### src/rtl/btn_debounce_pkg.sv
// Shared types and constants for the button debouncer.
// Holds the channel FSM encoding, short simulation timings and a counter-width helper.
package btn_debounce_pkg;

  typedef enum logic {
    ST_STABLE = 1'b0,
    ST_CHECK  = 1'b1
  } db_state_e;

  // Short timings that keep simulations fast; the hardware uses the module defaults.
  localparam int SIM_N            = 5;
  localparam int SIM_DB_CYCLES    = 4;
  localparam int SIM_REPEAT_DELAY = 10;
  localparam int SIM_REPEAT_RATE  = 3;

  function automatic int cntWidth(input int maxVal);
    return (maxVal < 2) ? 1 : $clog2(maxVal + 1);
  endfunction

endpackage

### src/rtl/btn_debounce_ch.sv
// One debounce channel: 2-FF synchronizer, STABLE/CHECK filter and registered edge pulses.
// Auto-repeat of btn_press is built only when BTN_REPEAT_EN is defined.
module btn_debounce_ch
  import btn_debounce_pkg::*;
#(
  parameter int DB_CYCLES = 100000,
  parameter int CNT_W     = 17
`ifdef BTN_REPEAT_EN
  ,
  parameter int REPEAT_DELAY = 500000,
  parameter int REPEAT_RATE  = 200000
`endif
) (
  input  logic clk,
  input  logic rst,
  input  logic btn_i,
  output logic level_o,
  output logic press_o,
  output logic release_o
);

  logic             s1_q, s2_q;
  db_state_e        state_q, state_d;
  logic [CNT_W-1:0] cnt_q, cnt_d;
  logic             level_q, level_d;
  logic             press_q, press_d;
  logic             release_q, release_d;
  logic             accept;
  logic             rptFire;

  always_ff @(posedge clk or posedge rst) begin
    if (rst) begin
      s1_q <= 1'b0;
      s2_q <= 1'b0;
    end else begin
      s1_q <= btn_i;
      s2_q <= s1_q;
    end
  end

  // A new level is accepted only after DB_CYCLES consecutive differing samples.
  always_comb begin
    state_d = state_q;
    cnt_d   = cnt_q;
    level_d = level_q;
    accept  = 1'b0;
    case (state_q)
      ST_STABLE: begin
        if (s2_q != level_q) begin
          state_d = ST_CHECK;
          cnt_d   = CNT_W'(1);
        end else begin
          cnt_d = '0;
        end
      end
      ST_CHECK: begin
        if (s2_q == level_q) begin
          state_d = ST_STABLE;
          cnt_d   = '0;
        end else if (cnt_q == CNT_W'(DB_CYCLES - 1)) begin
          state_d = ST_STABLE;
          cnt_d   = '0;
          level_d = s2_q;
          accept  = 1'b1;
        end else begin
          cnt_d = cnt_q + CNT_W'(1);
        end
      end
      default: begin
        state_d = ST_STABLE;
        cnt_d   = '0;
      end
    endcase
  end

  always_comb begin
    press_d   = (accept & s2_q) | rptFire;
    release_d = accept & ~s2_q;
  end

  always_ff @(posedge clk or posedge rst) begin
    if (rst) begin
      state_q   <= ST_STABLE;
      cnt_q     <= '0;
      level_q   <= 1'b0;
      press_q   <= 1'b0;
      release_q <= 1'b0;
    end else begin
      state_q   <= state_d;
      cnt_q     <= cnt_d;
      level_q   <= level_d;
      press_q   <= press_d;
      release_q <= release_d;
    end
  end

`ifdef BTN_REPEAT_EN
  localparam int RPT_MAX = (REPEAT_DELAY > REPEAT_RATE) ? REPEAT_DELAY : REPEAT_RATE;
  localparam int RPT_W   = cntWidth(RPT_MAX);

  logic [RPT_W-1:0] rptCnt_q, rptCnt_d;
  logic             rptArmed_q, rptArmed_d;

  // Counts held cycles; the first period is REPEAT_DELAY, later ones REPEAT_RATE.
  always_comb begin
    rptCnt_d   = rptCnt_q;
    rptArmed_d = rptArmed_q;
    rptFire    = 1'b0;
    if (!level_q || accept) begin
      rptCnt_d   = '0;
      rptArmed_d = 1'b0;
    end else if (rptCnt_q == (rptArmed_q ? RPT_W'(REPEAT_RATE - 1) : RPT_W'(REPEAT_DELAY - 1))) begin
      rptFire    = 1'b1;
      rptCnt_d   = '0;
      rptArmed_d = 1'b1;
    end else begin
      rptCnt_d = rptCnt_q + RPT_W'(1);
    end
  end

  always_ff @(posedge clk or posedge rst) begin
    if (rst) begin
      rptCnt_q   <= '0;
      rptArmed_q <= 1'b0;
    end else begin
      rptCnt_q   <= rptCnt_d;
      rptArmed_q <= rptArmed_d;
    end
  end
`else
  assign rptFire = 1'b0;
`endif

  assign level_o   = level_q;
  assign press_o   = press_q;
  assign release_o = release_q;

endmodule

### src/rtl/btn_debounce.sv
// N independent debounce channels between the board buttons and the game controller.
// Define BTN_REPEAT_EN to add held-button auto-repeat on btn_press_o.
module btn_debounce
  import btn_debounce_pkg::*;
#(
  parameter int N         = 5,
  parameter int DB_CYCLES = 100000,
  parameter int CNT_W     = 17
`ifdef BTN_REPEAT_EN
  ,
  parameter int REPEAT_DELAY = 500000,
  parameter int REPEAT_RATE  = 200000
`endif
) (
  input  logic         clk,
  input  logic         rst,
  input  logic [N-1:0] btn_in_i,
  output logic [N-1:0] btn_level_o,
  output logic [N-1:0] btn_press_o,
  output logic [N-1:0] btn_release_o
);

  for (genvar g = 0; g < N; g++) begin : gen_ch
    btn_debounce_ch #(
      .DB_CYCLES   (DB_CYCLES),
      .CNT_W       (CNT_W)
`ifdef BTN_REPEAT_EN
      ,
      .REPEAT_DELAY(REPEAT_DELAY),
      .REPEAT_RATE (REPEAT_RATE)
`endif
    ) u_ch (
      .clk      (clk),
      .rst      (rst),
      .btn_i    (btn_in_i[g]),
      .level_o  (btn_level_o[g]),
      .press_o  (btn_press_o[g]),
      .release_o(btn_release_o[g])
    );
  end

endmodule

### config.mk
export PLATFORM = sky130hd
export DESIGN_NAME = btn_debounce
export DESIGN_NICKNAME = d
export VERILOG_FILES = /design/src/rtl/btn_debounce_pkg.sv /design/src/rtl/btn_debounce_ch.sv /design/src/rtl/btn_debounce.sv
export SDC_FILE = /design/constraint.sdc
export NUM_CORES = 1
export LEC_CHECK = 0
export CAP_MARGIN = 5
export CORE_MARGIN = 2
export CORE_UTILIZATION = 55
export CTS_CLUSTER_DIAMETER = 100
export CTS_CLUSTER_SIZE = 40
export DETAILED_ROUTE_END_ITERATION = 10
export GPL_ROUTABILITY_DRIVEN = 0
export GPL_TIMING_DRIVEN = 0
export HOLD_SLACK_MARGIN = 0.03
export PLACE_DENSITY = 0.76
export RECOVER_POWER = 25
export SLEW_MARGIN = 20
export SYNTH_ARGS = -nofsm -noshare
export SYNTH_HDL_FRONTEND = slang
export SYNTH_SLANG_ARGS = --single-unit
### constraint.sdc
create_clock -name clk -period 3.5 [get_ports clk]
set_clock_uncertainty 0.1 [all_clocks]
set_input_delay 0.7 -clock clk [delete_from_list [all_inputs] [get_ports clk]]
set_output_delay 0.7 -clock clk [all_outputs]
set_load 0.02 [all_outputs]
==> impl_metrics.tcl, run 1 <==
set metrics [dict create \
    fp.dieArea_mm2 0.01077 \
    cts_buffer_depth 2 \
    cp-end-kind "asynchronous set/reset pin" \
    synthFlopType "dfrtp_1" \
    postSynthCellCount 532 \
    route.detailed.drc 0 \
    num_io_pins 22 \
    power.density_mw_per_mm2 521.1 \
    htreeDepth 4 \
    synth_fp_nets 544 \
    syn_avg_cell_area_um2 10.29 \
    drtIter0Drc 258 \
    drtPass1Iterations 4 \
    worstPathMaxFanout 31 \
    portBuffers 21 \
    clkSinkCount 115 \
    r2r_cells 6 \
    cts_tree "built" \
    synthTopCellsByArea "dfrtp_1 (53%), xnor2_1 (8.0%), nor2_1 (5.4%)" \
    synth_top_area_share_pct 52.55 \
    dp_worst_setup_slack_ns 1.234 \
    hold_path.class "register to register" \
    synthTopCellsByCount "dfrtp_1 (115), nor2_1 (79), xnor2_1 (50), nand3_1 (40), nor4_1 (31)" \
    worstMarginPinSlew_ns 1.164 \
    reg2reg_slack_ns 1.21 \
    power.total_w 0.003431 \
    synth_edf_count 0 \
    cts-resized-gates 0 \
    wl_per_cell_um 14.42 \
    grt_max_degree 32 \
    crit_slowest_cell "clkbuf_1" \
    postCtsSetupRepairBufs 0 \
    num-nets-final 588 \
    core_mm2 0.009729 \
    syn_to_final_growth_pct 20.24 \
    crit_chain "dlygate4sd3_1 > clkinvlp_2 > clkbuf_1 > buf_16 > buf_12" \
    ctsHoldBuffers 0 \
    cts.clk_slew.worst_paths_ns 0.05 \
    timing.fmax_mhz 384.5 \
    die_h_um 103.8 \
    hp-start "gen_ch[4].u_ch.s1_q" \
    via_per_inst 5.618 \
    routed_wl_um 10410 \
    num_vias 4056 \
    dp_hpwl_um 6902 \
    grt_pass1_vias 4004 \
    timing.hold.ws_ns 0.2461 \
    crit_path_start_kind "input pin" \
    drive_gt1_share_pct 11.71 \
    die_x_um 103.8 \
    p_leak_nw 2.635 \
    grt_overflow_total 0 \
    yosysWarnings 0 \
    async_flop_share_pct 100.0 \
    setup_ws_ns 0.8994 \
    post-synth-top-count-cell "dfrtp_1" \
    worst-setup-path-type "input pin to asynchronous set/reset pin" \
    antennaDiodeCount 0 \
    fin_setup_tns_ns 0 \
    rsz0062_at_grt "no" \
    arrival_ns 3.22 \
    critical_path.max_stage_delay_ns 0.92 \
    timing_hold_violations_final 0 \
    hold_depth 0 \
    reg2reg_from "gen_ch[0].u_ch.cnt_q[0]" \
    ys_seq_area_share_pct 52.55 \
    yosysTopAreaCell "dfrtp_1" \
    final_cells 722 \
    cts-root-buf "clkbuf_8" \
    fill_cells 712 \
    cts_buffers 17 \
    syn_area_mm2 0.005477 \
    status "complete, no violations" \
    clk_latency_ns 0.52 \
    reg2reg_to "gen_ch[0].u_ch.level_o" \
    start_util_pct 56.29 \
    post-route-period-util_pct 74.30 \
    setup-violations-final 0 \
    ant_nets 0 \
    core.rowCount 36 \
    ys_ff_latch 115 \
    whs_endpoint "gen_ch[4].u_ch.s2_q" \
    fin_crit_ns 2.601 \
    vdd_drop_max_mv 0.3824 \
    drv_cap 0 \
    maxSlewViolCount 0 \
    grt_pass1_wl_um 18250 \
    grt_usage_pct 20.80 \
    slew_headroom_pct 22.41 \
    ys_types 49 \
    antenna_found_initial 0 \
    crit_required_ns 4.12 \
    dp.cells 690 \
]
==> where the power goes <==
part           switching (W)  total [W]  internal (W)
Clock               0.000587    0.00191       0.00132
Sequential         0.0000328    0.00139       0.00136
Combinational      0.0000842   0.000131     0.0000471
==> worst max-delay path: cells and delay by family <==
| kind | cells | cell delay (ns) |
|---|---|---|
| buf+inv | 5 | 2.49 |
==> cells by family (layout without fill, tap and decap cells) <==
| family | Yosys count | in the layout | share of synthesized area, % |
|---|---|---|---|
| AND/OR/NAND/NOR | 259 | 259 | 25.63 |
| flip-flops | 115 | 115 | 52.55 |
| XOR/XNOR | 71 | 71 | 11.35 |
| buffers and inverters | 42 | 99 | 4.181 |
| AO/OA/AOI/OAI | 35 | 35 | 4.135 |
| adder cells (fa/ha/maj) | 5 | 5 | 1.142 |
| multiplexers | 5 | 5 | 1.005 |
==> registers in the layout, summed over array words and instances (netlist names) <==
signal                 count
gen_ch.u_ch.s1_q           5
gen_ch.u_ch.press_o        5
gen_ch.u_ch.s2_q           5
gen_ch.u_ch.release_o      5
gen_ch.u_ch.cnt_q         85
gen_ch.u_ch.level_o        5
gen_ch.u_ch.state_q        5
==> worst max path at each step <==
stage                                 start                  endpoint  cells past startpoint
floorplan                               rst   gen_ch[0].u_ch.cnt_q[0]                      1
global placement                        rst   gen_ch[3].u_ch.cnt_q[0]                      2
detailed placement  gen_ch[0].u_ch.cnt_q[0]    gen_ch[0].u_ch.level_o                      6
CTS                  gen_ch[1].u_ch.level_o            btn_level_o[1]                      2
global route                            rst  gen_ch[2].u_ch.cnt_q[13]                      5
finish                                  rst  gen_ch[1].u_ch.cnt_q[14]                      5
==> cell type report <==
class                           count  area (um2)  share of cell area [%]
Sequential cell                   115        2878                   43.70
Multi-Input combinational cell    375        2370                   35.99
Clock buffer                       23       486.7                   7.391
Timing Repair Buffer               25       281.5                   4.275
Clock inverter                      9       172.7                   2.622
Buffer                             27       172.7                   2.622
Tap cell                          133       166.4                   2.527
Inverter                           15       57.56                  0.8740
==> per-layer routing <==
metal / vias up / global-route usage, % / share of wire (%)
met5: - / 0 / 0
met4: 0 / 6.371 / 1.1
met3: 12 / 7.426 / 4.4
met2: 87 / 32.17 / 47
met1: 1997 / 27.75 / 47
li1: 1960 / - / -
==> cells in the final DEF, fill, tap and decap left out, drive strengths merged, types with 2 or more instances in the layout <==
master and instances:
o21bai 3, nor4b 2, clkdlybuf4s50 15, clkinv 3, dlygate4sd3 6, or4 5
nor4bb 3, dfrtp 115, nor2 79, and4 4, nand4 27, inv 14
a21oi 10, ha 5, o31ai 3, nor3 16, clkinvlp 2, o22ai 5
nand2 17, or3 4, nor4 32, or2 2, nand2b 3, buf 24
xor2 21, and2 7, o21ai 10, nand3 41, clkbuf 30, xnor2 50
and3 11, mux2 4, bufinv 5, or4b 2, nand4b 2
==> through the flow <==
step / util, % / cell area, um2
after CTS: 67.95 / 6611
after detailed placement: 61.18 / 5952
after global placement: 60.20 / 5857
after floorplan: - / 5480
after global routing: 67.68 / 6585
final: 67.68 / 6585
Power figures use the tool's default switching activity.
==> run 2: changes to the inputs <==
- CORE_UTILIZATION: 55 -> 58
- PLACE_DENSITY: 0.76 -> 0.77
- clock period: 3.5 -> 2.4 ns (I/O delays scaled with it)
==> impl_metrics.tcl, run 2 (synthesis results as in run 1) <==
set metrics [dict create \
    clk_latency_ns 0.52 \
    timing_hold_violations_final 0 \
    power.density_mw_per_mm2 738.6 \
    seqPwrFrac_pct 42.2 \
    start_util_pct 59.55 \
    largest_reg_flops 85 \
    maxSlewViolCount 0 \
    regArea_mm2 0.002878 \
    routed_wl_um 10770 \
    antenna_found_initial 0 \
    grt_pass1_wl_um 18350 \
    regMostFlops "gen_ch.u_ch.cnt_q" \
    worst-setup-path-type "register to register" \
    hold_path.class "register to register" \
    core.rowCount 35 \
    drv_cap 0 \
    cts-root-buf "clkbuf_8" \
    num_io_pins 22 \
    rsz0062_at_grt "no" \
    power.total_w 0.004809 \
    via_per_inst 5.886 \
    layout.cells.most_common "dfrtp_1" \
    worstMarginPinSlew_ns 1.174 \
    setup_ws_ns 0.1268 \
    num-nets-final 588 \
    swShare_pct 21.30 \
    grt_usage_pct 22.63 \
    clock_power_share_pct 53.8 \
    route.detailed.drc 0 \
    setup-violations-final 0 \
    die_h_um 101.2 \
    worstPathMaxFanout 9 \
    drtPass1Iterations 5 \
    crit_path_start_kind "register" \
    p_switching_w 0.001024 \
    cts.clk_slew.worst_paths_ns 0.06 \
    fin_setup_tns_ns 0 \
    drtIter0Drc 228 \
    grt_pass1_vias 4070 \
    core_mm2 0.009196 \
    syn_to_final_growth_pct 18.89 \
    fin_crit_ns 2.273 \
    dp_worst_setup_slack_ns 0.1470 \
    power_frac_comb_pct 4.0 \
    status "complete, no violations" \
    timing.fmax_mhz 439.9 \
    cts_tree "built" \
    num_vias 4120 \
    grt_max_degree 36 \
    cp-end-kind "register" \
    antennaDiodeCount 0 \
    multiInputGateArea_mm2 0.002374 \
    p_leak_nw 2.623 \
    arrival_ns 2.57 \
    post-route-period-util_pct 94.72 \
    timing.hold.ws_ns 0.2491 \
    internal-power_w 0.003785 \
    postCtsSetupRepairBufs 0 \
    cts_buffer_depth 2 \
    crit_required_ns 2.70 \
    ant_nets 0 \
    vdd_drop_max_mv 0.4036 \
    portBuffers 21 \
    clkSinkCount 115 \
    wl_per_cell_um 15.38 \
    slew_headroom_pct 21.61 \
    cts_buffers 17 \
    layout_common_cells "dfrtp_1 (115), nor2_1 (79), xnor2_1 (50)" \
    finalCoreUtilization_pct 70.80 \
    dp_hpwl_um 6978 \
    fp.dieArea_mm2 0.01024 \
    drive_gt1_share_pct 11.38 \
    fill_cells 690 \
    grt_overflow_total 0 \
    htreeDepth 4 \
    die_x_um 101.2 \
]
-- run 2: through the flow --
stage               instances  area (um2)
finish                    700        6511
global route              700        6511
CTS                       700        6525
detailed placement        668        5917
global placement          664        5829
floorplan                 532        5480
-- run 2: per-layer routing --
metal	GRT usage, %	vias to the layer above	share of wire [%]
met5	0	-	0
met4	9.563	0	2.0
met2	35.97	104	48
li1	-	1964	-
met3	5.866	24	4.2
met1	29.75	2028	45
-- run 2: timing repair --
item / in CTS / in global routing
hold buffers: 0 / 0
resized for setup: 0 / 1
setup endpoints to repair: 0 / 2
-- run 2: layout make-up --
class                           count  share of cell area [%]
Timing Repair Buffer               25                   4.343
Multi-Input combinational cell    375                   36.45
Inverter                           15                  0.8839
Clock inverter                     10                   2.383
Buffer                             27                   2.652
Clock buffer                       22                   6.956
Tap cell                          111                   2.133
Sequential cell                   115                   44.20
-- run 2: power by group through the flow --
stage	combinational, W	sequential (W)	clock (W)
6_report	0.000193	0.00203	0.00259
5_1_grt	0.000224	0.00204	0.00270
4_1_cts	0.000204	0.00203	0.00261
3_5_place_dp	0.000202	0.00206	0
3_3_place_gp	0.000179	0.00206	0
2_1_floorplan	0.000136	0.00205	0
-- run 2: final timing paths --
| check | cells after the start | slack (ns) | end | startpoint |
|---|---|---|---|---|
| max in group asynchronous | 3 | 0.37 | gen_ch[0].u_ch.cnt_q[14] | rst |
| worst max-delay path | 6 | 0.13 | gen_ch[0].u_ch.level_o | gen_ch[0].u_ch.cnt_q[0] |
| min in group asynchronous | 2 | 0.32 | gen_ch[1].u_ch.cnt_q[9] | rst |
| worst min-delay path | 0 | 0.25 | gen_ch[3].u_ch.s2_q | gen_ch[3].u_ch.s1_q |
| worst min register to register | 0 | 0.25 | gen_ch[3].u_ch.s2_q | gen_ch[3].u_ch.s1_q |
| worst max register to register | 6 | 0.13 | gen_ch[0].u_ch.level_o | gen_ch[0].u_ch.cnt_q[0] |
-- run 2: critical path, cell delays in order, from the launching register on --
cell and delay [ns]:
dfrtp_1 0.44, ha_1 0.17, clkbuf_1 0.34, nand4b_1 0.15, or3_4 0.43, nor3_4 0.19
mux2_1 0.33
